File: config.mk
export PLATFORM = sky130hd
export DESIGN_NAME = motor_cmd_arbiter
export DESIGN_NICKNAME = d
export VERILOG_FILES = /design/src/rtl/motor_cmd_arbiter.sv
export SDC_FILE = /design/constraint.sdc
export NUM_CORES = 1
export LEC_CHECK = 0
export ABC_AREA = 1
export CAP_MARGIN = 40
export CORE_MARGIN = 2
export CORE_UTILIZATION = 45
export CTS_CLUSTER_SIZE = 10
export DETAILED_ROUTE_END_ITERATION = 12
export GPL_TIMING_DRIVEN = 1
export PLACE_DENSITY = 0.64
export RECOVER_POWER = 25
export SKIP_LAST_GASP = 1
export SLEW_MARGIN = 0
export SYNTH_ARGS = -nofsm -noshare
export SYNTH_HDL_FRONTEND = slang
export SYNTH_SLANG_ARGS = --single-unit
File: constraint.sdc
create_clock -name clk_in -period 3.7 [get_ports clk_in]
set_input_delay 0.74 -clock clk_in [delete_from_list [all_inputs] [get_ports clk_in]]
set_output_delay 0.74 -clock clk_in [all_outputs]
set_load 0.03 [all_outputs]
File: src/rtl/motor_cmd_arbiter.sv
// Two-port motion command arbiter with slew limiting, e-stop and command watchdog.
// Port 0 (manual) has priority and locks out port 1 for LOCKOUT_TICKS ramp ticks.
// Optional feature macro: MOTOR_WATCHDOG_EN builds the command-timeout watchdog.
module motor_cmd_arbiter #(
  parameter int unsigned RAMP_DIV      = 98304,
  parameter int unsigned RAMP_STEP     = 4,
  parameter int unsigned TIMEOUT_TICKS = 250,
  parameter int unsigned LOCKOUT_TICKS = 500
) (
  input  logic              clk_in,
  input  logic              rst_n_in,
  input  logic              estop_in,
  input  logic              req0_valid,
  input  logic signed [7:0] req0_left,
  input  logic signed [7:0] req0_right,
  output logic              req0_ready,
  input  logic              req1_valid,
  input  logic signed [7:0] req1_left,
  input  logic signed [7:0] req1_right,
  output logic              req1_ready,
  output logic signed [7:0] speed_left,
  output logic signed [7:0] speed_right,
  output logic              grant_out,
  output logic              busy_out,
  output logic              timeout_out
);

  localparam int unsigned DivW  = (RAMP_DIV > 1) ? $clog2(RAMP_DIV) : 1;
  localparam int unsigned LockW = (LOCKOUT_TICKS > 0) ? $clog2(LOCKOUT_TICKS + 1) : 1;
  localparam logic signed [8:0] Step9 = 9'(RAMP_STEP);

  typedef enum logic [1:0] {StIdle, StRamp, StHold, StEstop} state_e;

  state_e            state_q, state_d;
  logic [DivW-1:0]   presc_q, presc_d;
  logic [LockW-1:0]  lock_q, lock_d;
  logic signed [7:0] speed_l_q, speed_l_d, speed_r_q, speed_r_d;
  logic signed [7:0] tgt_l_q, tgt_l_d, tgt_r_q, tgt_r_d;
  logic              grant_q, grant_d;
  logic              tick, acc0, acc1, accept, wd_fire;

  // One slew step from s toward t, evaluated in 9 bits so the difference never wraps.
  function automatic logic signed [7:0] ramp_to(input logic signed [7:0] s,
                                                input logic signed [7:0] t);
    logic signed [8:0] s9, t9, diff, nxt;
    s9   = {s[7], s};
    t9   = {t[7], t};
    diff = t9 - s9;
    if (diff > Step9) begin
      nxt = s9 + Step9;
    end else if (diff < -Step9) begin
      nxt = s9 - Step9;
    end else begin
      nxt = t9;
    end
    return nxt[7:0];
  endfunction

  // -128 has no positive mirror, so targets are kept symmetric at +/-127.
  function automatic logic signed [7:0] clamp(input logic signed [7:0] v);
    return (v == 8'sh80) ? 8'sh81 : v;
  endfunction

  assign tick   = (presc_q == DivW'(RAMP_DIV - 1));
  assign acc0   = req0_valid && req0_ready;
  assign acc1   = req1_valid && req1_ready;
  assign accept = acc0 || acc1;

`ifdef MOTOR_WATCHDOG_EN
  localparam int unsigned WdW = $clog2(TIMEOUT_TICKS + 1);

  logic [WdW-1:0] wd_q, wd_d;
  logic           timeout_q, timeout_d;

  // Watchdog next state: count ticks since the last accept, fire once on reaching the limit.
  always_comb begin
    wd_d      = wd_q;
    timeout_d = timeout_q;
    wd_fire   = 1'b0;
    if (tick && (wd_q != WdW'(TIMEOUT_TICKS))) begin
      wd_d = wd_q + WdW'(1);
    end
    if (tick && !accept && !estop_in && (wd_q == WdW'(TIMEOUT_TICKS - 1))) begin
      wd_fire   = 1'b1;
      timeout_d = 1'b1;
    end
    if (accept) begin
      wd_d      = '0;
      timeout_d = 1'b0;
    end
    if (estop_in) begin
      wd_d = '0;
    end
  end

  // Watchdog registers.
  always_ff @(posedge clk_in or negedge rst_n_in) begin
    if (!rst_n_in) begin
      wd_q      <= '0;
      timeout_q <= 1'b0;
    end else begin
      wd_q      <= wd_d;
      timeout_q <= timeout_d;
    end
  end

  assign timeout_out = timeout_q;
`else
  // Keeps the watchdog parameter referenced when the feature is compiled out.
  logic unused_timeout_cfg;
  assign unused_timeout_cfg = ^TIMEOUT_TICKS;
  assign wd_fire     = 1'b0;
  assign timeout_out = 1'b0;
`endif

  // Datapath next state: prescaler, slew ramp, lockout, target loading and e-stop override.
  always_comb begin
    presc_d   = tick ? '0 : presc_q + DivW'(1);
    speed_l_d = speed_l_q;
    speed_r_d = speed_r_q;
    tgt_l_d   = tgt_l_q;
    tgt_r_d   = tgt_r_q;
    grant_d   = grant_q;
    lock_d    = lock_q;
    if (tick) begin
      speed_l_d = ramp_to(speed_l_q, tgt_l_q);
      speed_r_d = ramp_to(speed_r_q, tgt_r_q);
      if (lock_q != '0) begin
        lock_d = lock_q - LockW'(1);
      end
    end
    if (wd_fire) begin
      tgt_l_d = '0;
      tgt_r_d = '0;
    end
    if (accept) begin
      tgt_l_d = clamp(acc0 ? req0_left : req1_left);
      tgt_r_d = clamp(acc0 ? req0_right : req1_right);
      grant_d = acc1;
    end
    if (acc0) begin
      lock_d = LockW'(LOCKOUT_TICKS);
    end
    if (estop_in) begin
      speed_l_d = '0;
      speed_r_d = '0;
      tgt_l_d   = '0;
      tgt_r_d   = '0;
      lock_d    = '0;
    end
  end

  // Datapath registers.
  always_ff @(posedge clk_in or negedge rst_n_in) begin
    if (!rst_n_in) begin
      presc_q   <= '0;
      speed_l_q <= '0;
      speed_r_q <= '0;
      tgt_l_q   <= '0;
      tgt_r_q   <= '0;
      grant_q   <= 1'b0;
      lock_q    <= '0;
    end else begin
      presc_q   <= presc_d;
      speed_l_q <= speed_l_d;
      speed_r_q <= speed_r_d;
      tgt_l_q   <= tgt_l_d;
      tgt_r_q   <= tgt_r_d;
      grant_q   <= grant_d;
      lock_q    <= lock_d;
    end
  end

  // State register.
  always_ff @(posedge clk_in or negedge rst_n_in) begin
    if (!rst_n_in) begin
      state_q <= StIdle;
    end else begin
      state_q <= state_d;
    end
  end

  // Next state follows the next speed/target values so the state always matches the registers.
  always_comb begin
    state_d = state_q;
    if (estop_in) begin
      state_d = StEstop;
    end else if (state_q == StEstop) begin
      state_d = StIdle;
    end else if ((speed_l_d != tgt_l_d) || (speed_r_d != tgt_r_d)) begin
      state_d = StRamp;
    end else if ((tgt_l_d == '0) && (tgt_r_d == '0)) begin
      state_d = StIdle;
    end else begin
      state_d = StHold;
    end
  end

  // Outputs: handshakes from registered state plus current valids.
  always_comb begin
    req0_ready = !estop_in && (state_q != StEstop);
    req1_ready = req0_ready && !req0_valid && (lock_q == '0);
    busy_out   = (state_q == StRamp);
  end

  assign speed_left  = speed_l_q;
  assign speed_right = speed_r_q;
  assign grant_out   = grant_q;

endmodule

# After elaboration in Yosys (flattened, before gate mapping)
# Index checks and enable logic that the tools add are counted.
[op_classes]
add_sub_neg = 8
reduce_logical = 17
eq_ne = 8
n_mux = 25
magnitude_cmp = 4
[ops]
columns = ["operator", "n"]
rows = [
  ["8-bit 2-to-1 mux", 16],
  ["9-bit 2-to-1 mux", 4],
  ["9-bit by 4-bit > comparator with 1-bit output, second input constant", 2],
  ["9-bit by 3-bit < comparator with 1-bit output, second input constant", 2],
  ["8-bit by 8-bit subtractor with 9-bit output", 2],
  ["17-bit by 1-bit adder with 17-bit output, second input constant", 1],
  ["17-bit equality test, second input constant", 1],
  ["17-bit 2-to-1 mux", 1],
  ["8-bit by 4-bit adder with 8-bit output, second input constant", 2],
  ["8-bit equality test, second input constant", 2],
  ["8-bit logical NOT", 2],
  ["8-bit inequality test", 2],
  ["8-bit by 4-bit subtractor with 8-bit output, second input constant", 2],
  ["9-bit logical NOT", 1],
  ["9-bit nonzero test", 1],
  ["9-bit by 1-bit subtractor with 9-bit output, second input constant", 1],
  ["2-bit 2-to-1 mux", 4],
  ["1-bit logical AND", 6],
  ["3-bit nonzero test", 2],
  ["2-bit by 1-bit equality test with 1-bit output, second input constant", 1],
  ["2-bit equality test, second input constant", 1],
  ["1-bit logical NOT", 2],
  ["1-bit logical OR", 2],
  ["2-bit inequality test, second input constant", 1],
  ["2-bit AND reduction", 1],
]
[totals]
reg_bits = 61
in_bits = 37

# Longest topological paths before layout
# Gate-level depths: netlist of the first run.
[logic_depth]
depth_word = 14
depth_mapped = 26
depth_no_buf = 26

# Worst setup path before layout of the first run
# Ideal clock, no wire load.
[synth_timing]
path_type = "register -> register"
from = "register speed_l_q[4], in the netlist speed_left[4]"
to = "register state_q[0]"
path_stages_with_launch = 26
slack_ns = 0.784
arrival_time_ns = 2.786
n_path_buf = 1
cell_sequence = "dfrtp_1 > clkbuf_1 > inv_1 > ha_1 > nand2_1 > nand2_1 > a21oi_1 > nand2_1 > nand2_1 > nand2_1 > nor2_1 > nand2_2 > nand2_4 > nand2_1 > inv_2 > nand2_1 > nand2_1 > nand2_1 > nand2_1 > nand2_1 > nor2_1 > nand2_1 > nor2_2 > nand2_1 > nand2_1 > nand2_1"
[synth_via]
elab_chain_cells = 11
word_cells_on_any_way = 14
classes_between = "3 x add/sub; 2 x order compare; 1 x eq/ne; 7 x mux; 1 x reduce/logical"
[synth_lines]
columns = ["element", "line", "text"]
rows = [
  ["start: declaration", "37", "logic signed [7:0] speed_l_q, speed_l_d, speed_r_q, speed_r_d;"],
  ["start signal: assignment", "165", "speed_l_q <= speed_l_d;"],
  ["8-bit by 8-bit subtractor with 9-bit output", "48", "diff = t9 - s9;"],
  ["9-bit by 3-bit < comparator with 1-bit output", "51", "end else if (diff < -Step9) begin"],
  ["8-bit 2-to-1 mux", "51", ""],
  ["8-bit 2-to-1 mux", "49", "if (diff > Step9) begin"],
  ["8-bit 2-to-1 mux (*)", "125", "if (tick) begin"],
  ["8-bit 2-to-1 mux (*)", "144", "if (estop_in) begin"],
  ["8-bit inequality test (*)", "190", "end else if ((speed_l_d != tgt_l_d) || (speed_r_d != tgt_r_d)) begin"],
  ["1-bit logical OR (*)", "190", ""],
  ["2-bit 2-to-1 mux (*)", "190", ""],
  ["2-bit 2-to-1 mux (*)", "188", "end else if (state_q == StEstop) begin"],
  ["2-bit 2-to-1 mux (*)", "186", "if (estop_in) begin"],
  ["named net state_d[0]", "34", "state_e state_q, state_d;"],
  ["end signal: assignment", "177", "state_q <= StIdle;"],
  ["end signal: assignment", "179", "state_q <= state_d;"],
  ["end: declaration", "34", ""],
]
# The timed path passes the listed nets; every way through them passes the cells marked *.
# A chain may end at the register's enable or synchronous reset.

# Worst setup path after layout of the first run
[layout_timing]
from = "register tgt_l_q[0]"
to = "register state_q[0]"
[layout_via]
elab_chain_cells = 11
word_cells_on_any_way = 14
classes_between = "1 x add/sub; 2 x order compare; 1 x eq/ne; 9 x mux; 1 x reduce/logical"
[layout_lines]
columns = ["element", "line", "text"]
rows = [
  ["start: declaration", "38", "logic signed [7:0] tgt_l_q, tgt_l_d, tgt_r_q, tgt_r_d;"],
  ["start signal: assignment", "167", "tgt_l_q <= tgt_l_d;"],
  ["8-bit by 8-bit subtractor with 9-bit output", "48", ""],
  ["9-bit by 3-bit < comparator with 1-bit output", "51", ""],
  ["8-bit 2-to-1 mux", "51", ""],
  ["8-bit 2-to-1 mux", "49", ""],
  ["8-bit 2-to-1 mux", "125", ""],
  ["8-bit 2-to-1 mux", "144", ""],
  ["8-bit inequality test (*)", "190", ""],
  ["1-bit logical OR (*)", "190", ""],
  ["2-bit 2-to-1 mux (*)", "190", ""],
  ["2-bit 2-to-1 mux (*)", "188", ""],
  ["2-bit 2-to-1 mux (*)", "186", ""],
  ["named net state_d[0]", "34", ""],
]
# Marks and branches as above.

==> run summary, run 1 <==
Status -> finished, violations left
Failing checks -> max-capacitance violations, max-slew violations
Reg2Reg Depth -> 26
Unrepaired setup endpoints after global routing -> no
CP required -> 3900 ps
Post-cts resize count -> 0
Post-route DRC -> 0
CTS Buf Count -> 9
Setup TNS Final -> 0 ps
Skew final -> 5.09 ps
DR top layer -> met4
DR vias -> 5,206
Top cell type's share of synthesized area -> 28.9%
Worst-Margin Slew -> 1870 ps
Number of synthesized flops with an enable pin -> 0
Clock Pin Slew Worst Setup and Hold Paths -> 60 ps
Fmax -> 0.318 GHz
Worst Hold Launch -> presc_q[0]$_DFF_PN0_
Syn Inst Count -> 797
Pin count of the biggest net entering global routing -> 36
Full die area -> 0.0126 mm^2
Power density over the cells -> 386 mW/mm^2
IO Count -> 58
Core Rows -> 39
Layout cells sized above 1 -> 8.94%
Area leader, netlist -> dfrtp_1
GRT Total Usage -> 21.7%
Routed wire length -> 13.3 mm
Clock Power Share -> 34.1%
Initial Util -> 46.1%
R2r startpoint -> tgt_l_q[0]$_DFF_PN0_
DR WL met2 -> 6.39 mm
Area occupied by multi-input gates -> 0.00314 mm^2
Hold Path Depth -> 1
WL/cell -> 13.2 um
Core area -> 0.0115 mm^2
Combinational share of power -> 35.0%
Avg Cell Area, Syn -> 6.64 um^2
DRT met1 WL -> 6.22 mm
Final setup fails -> 0
Post-DP HPWL -> 10.5 mm
Int Power -> 1.54 mW
Most frequent cells in the layout -> nand2_1 (216), inv_1 (130), nand3_1 (110), nor2_1 (61), dfrtp_1 (61)
Max-cap viol count -> 1
Die Ht -> 112 um
Routability Congestion -> 0.893
DP Area -> 0.00599 mm^2
Fin nets -> 917
CP arrival -> 3350 ps
Post-route cell area -> 0.00628 mm^2
Worst slew margin -> -24.7%
Post-synth top flop -> dfrtp_1
#FFs+latches synth -> 61
Synth-to-layout area growth -> 18.7%
Fill count -> 1,123
Cells taking the most area after synthesis -> dfrtp_1 (29%), nand2_1 (15%), nand3_1 (10%), inv_1 (9.2%), ha_1 (5.2%)
CTS max path bufs -> 2
Worst setup path category -> reg -> reg
Antenna violations before repair -> 0
TritonCTS clock tree -> built
CTS HTree Levels -> 3
Clk_lat worst skew -> 330 ps
Tot Pwr -> 2.42 mW
Sw Pwr -> 0.885 mW
CTS root buffer -> clkbuf_16
Cts hold-fix bufs -> 0
First-pass GRT wire length -> 22.9 mm
Sequential area share after synthesis -> 28.9%
Grt total ovfl -> 0
Hold Path Sink -> presc_q[0]$_DFF_PN0_
Sequential standard cell area -> 0.00153 mm^2
Reg-to-reg endpoint -> state_q[0]$_DFF_PN0_
Clock Sinks -> 61
Post-synth ARST share -> 100%
Tcrit/Tclk final -> 85.0%
Mapped Nets -> 858
Antenna cells -> 0
Leak -> 3.45 nW
Vias in the first global route -> 5,114
Fin. max-slew vios -> 36
Netlist cell types -> 44
Final Hold Fails -> 0
Crit-path max FO -> 8
VDD IR max -> 252 uV
Placed Cells -> 988
Post-DRT Antenna Nets -> 0
Worst Setup End Kind -> flip-flop
Drt first pass iters -> 5
Met3 WL -> 551 um
Critical Path Start Type -> flip-flop
Fin crit period -> 3150 ps
Fin cells -> 1,004
Yosys synthesis warning count -> 0
Postcts setup bufs -> 0
Buffers on Ports -> 56
Switching Share -> 36.5%
Reg power frac -> 30.9%
Die width -> 112 um
Reg2Reg Setup Slack -> 550 ps
Cell Area, Synth -> 0.00529 mm^2
Commonest non-fill, non-tap cell in the layout -> nand2_1
DR iter-0 viols -> 287
Vias per cell -> 5.19
Hold Crit Class -> reg -> reg
-- through the flow --
stage / hold slack (ps) / util, % / setup WS [ps]
floorplan: 433 / - / 784
global placement: 447 / 52.2 / 551
detailed placement: 451 / 52.2 / 517
CTS: 458 / 54.8 / 583
global route: 484 / 54.8 / 179
finish: 459 / 54.8 / 554
-- synthesized netlist by cell type (3+ instances only) --
library cell / count
nor3_1: 19
nand4_1: 11
mux2i_1: 5
xnor2_1: 6
nand2_4: 5
o21ai_0: 22
o21ai_1: 3
nor2_1: 61
xor2_1: 17
ha_1: 22
nand2_2: 8
nand3_1: 110
nand2_1: 216
nand3_2: 8
buf_4: 3
dfrtp_1: 61
buf_2: 5
clkbuf_1: 4
inv_1: 130
nand3b_1: 10
a21oi_1: 18
nor2_2: 3
inv_2: 10
a21oi_2: 10
-- worst max-delay path: stages (launching register included) --
cell and delay, ps:
dfrtp_1 380, inv_1 90, ha_1 150, inv_1 70, fa_1 440, nand2_1 90
nand2_1 90, nand3b_1 140, nand2_1 90, nand2_1 110, nand2_1 100, nand2_4 130
inv_2 80, nand2_4 130, nand2_1 90, inv_2 80, nand2_1 50, nand2_1 80
nand2_1 70, nand2_1 60, nand2_1 40, nor2_1 100, nand2_1 70, nor2_2 140
nand2_1 60, nand2_1 50, nand2_1 40
-- power by group through the flow --
stage / clock network [mW] / registers, mW / logic [mW]
final: 0.827 / 0.748 / 0.849
after global routing: 0.867 / 0.754 / 0.970
after CTS: 0.841 / 0.748 / 0.845
after detailed placement: 0 / 0.759 / 0.841
after global placement: 0 / 0.759 / 0.833
after floorplan: 0 / 0.751 / 0.629
-- worst max path at each step --
stage / from / endpoint / cells past startpoint
after global placement: estop_in / state_q[0]$_DFF_PN0_ / 18
final: tgt_l_q[0]$_DFF_PN0_ / state_q[0]$_DFF_PN0_ / 26
after CTS: tgt_l_q[0]$_DFF_PN0_ / state_q[0]$_DFF_PN0_ / 26
after global routing: tgt_l_q[0]$_DFF_PN0_ / state_q[0]$_DFF_PN0_ / 26
after detailed placement: estop_in / state_q[0]$_DFF_PN0_ / 18
after floorplan: speed_left[4]$_DFF_PN0_ / state_q[0]$_DFF_PN0_ / 25
-- layout make-up --
cell class	instances	share of cell area, %
well taps	143	2.85
multi-input cells	580	50.0
clock buffers	11	3.71
repair buffers	64	9.74
flip-flops and latches	61	24.3
clock inverters	5	0.976
inverters	140	8.37
-- routing by layer --
metal,track usage [%],up-vias
met5,0,-
met4,5.45,0
met3,3.35,13
met2,37.3,137
met1,28.8,2381
li1,-,2675
-- cells by family after synthesis --
logic type                 after synthesis  synth area share (%)
adders and majority gates               24                  5.96
buffers and inverters                  156                  11.8
other                                    1                0.0709
AOI/OAI and AO/OA                       62                  7.12
muxes                                    5                 0.946
DFF                                     61                  28.9
and+or+nand+nor                        465                  41.5
xor gates and xnor gates                23                  3.81
-- state kept, by name, indices dropped and copies added, names as in the netlist --
name / cells
lock_q: 9
presc_q: 17
grant_out: 1
state_q: 2
speed_left: 8
tgt_r_q: 8
tgt_l_q: 8
speed_right: 8
No activity file was read; power rests on OpenSTA's default activity.
==> run 2, diff against run 1 <==
--- a/config.mk
+++ b/config.mk
@@ -14,6 +14,7 @@
 export GPL_TIMING_DRIVEN = 1
 export PLACE_DENSITY = 0.64
 export RECOVER_POWER = 25
+export SKIP_CTS_REPAIR_TIMING = 1
 export SKIP_LAST_GASP = 1
 export SLEW_MARGIN = 0
 export SYNTH_ARGS = -nofsm -noshare
==> results of run 2 <==
Same layout as run 1: the final DEF is identical, and so are final timing and power.
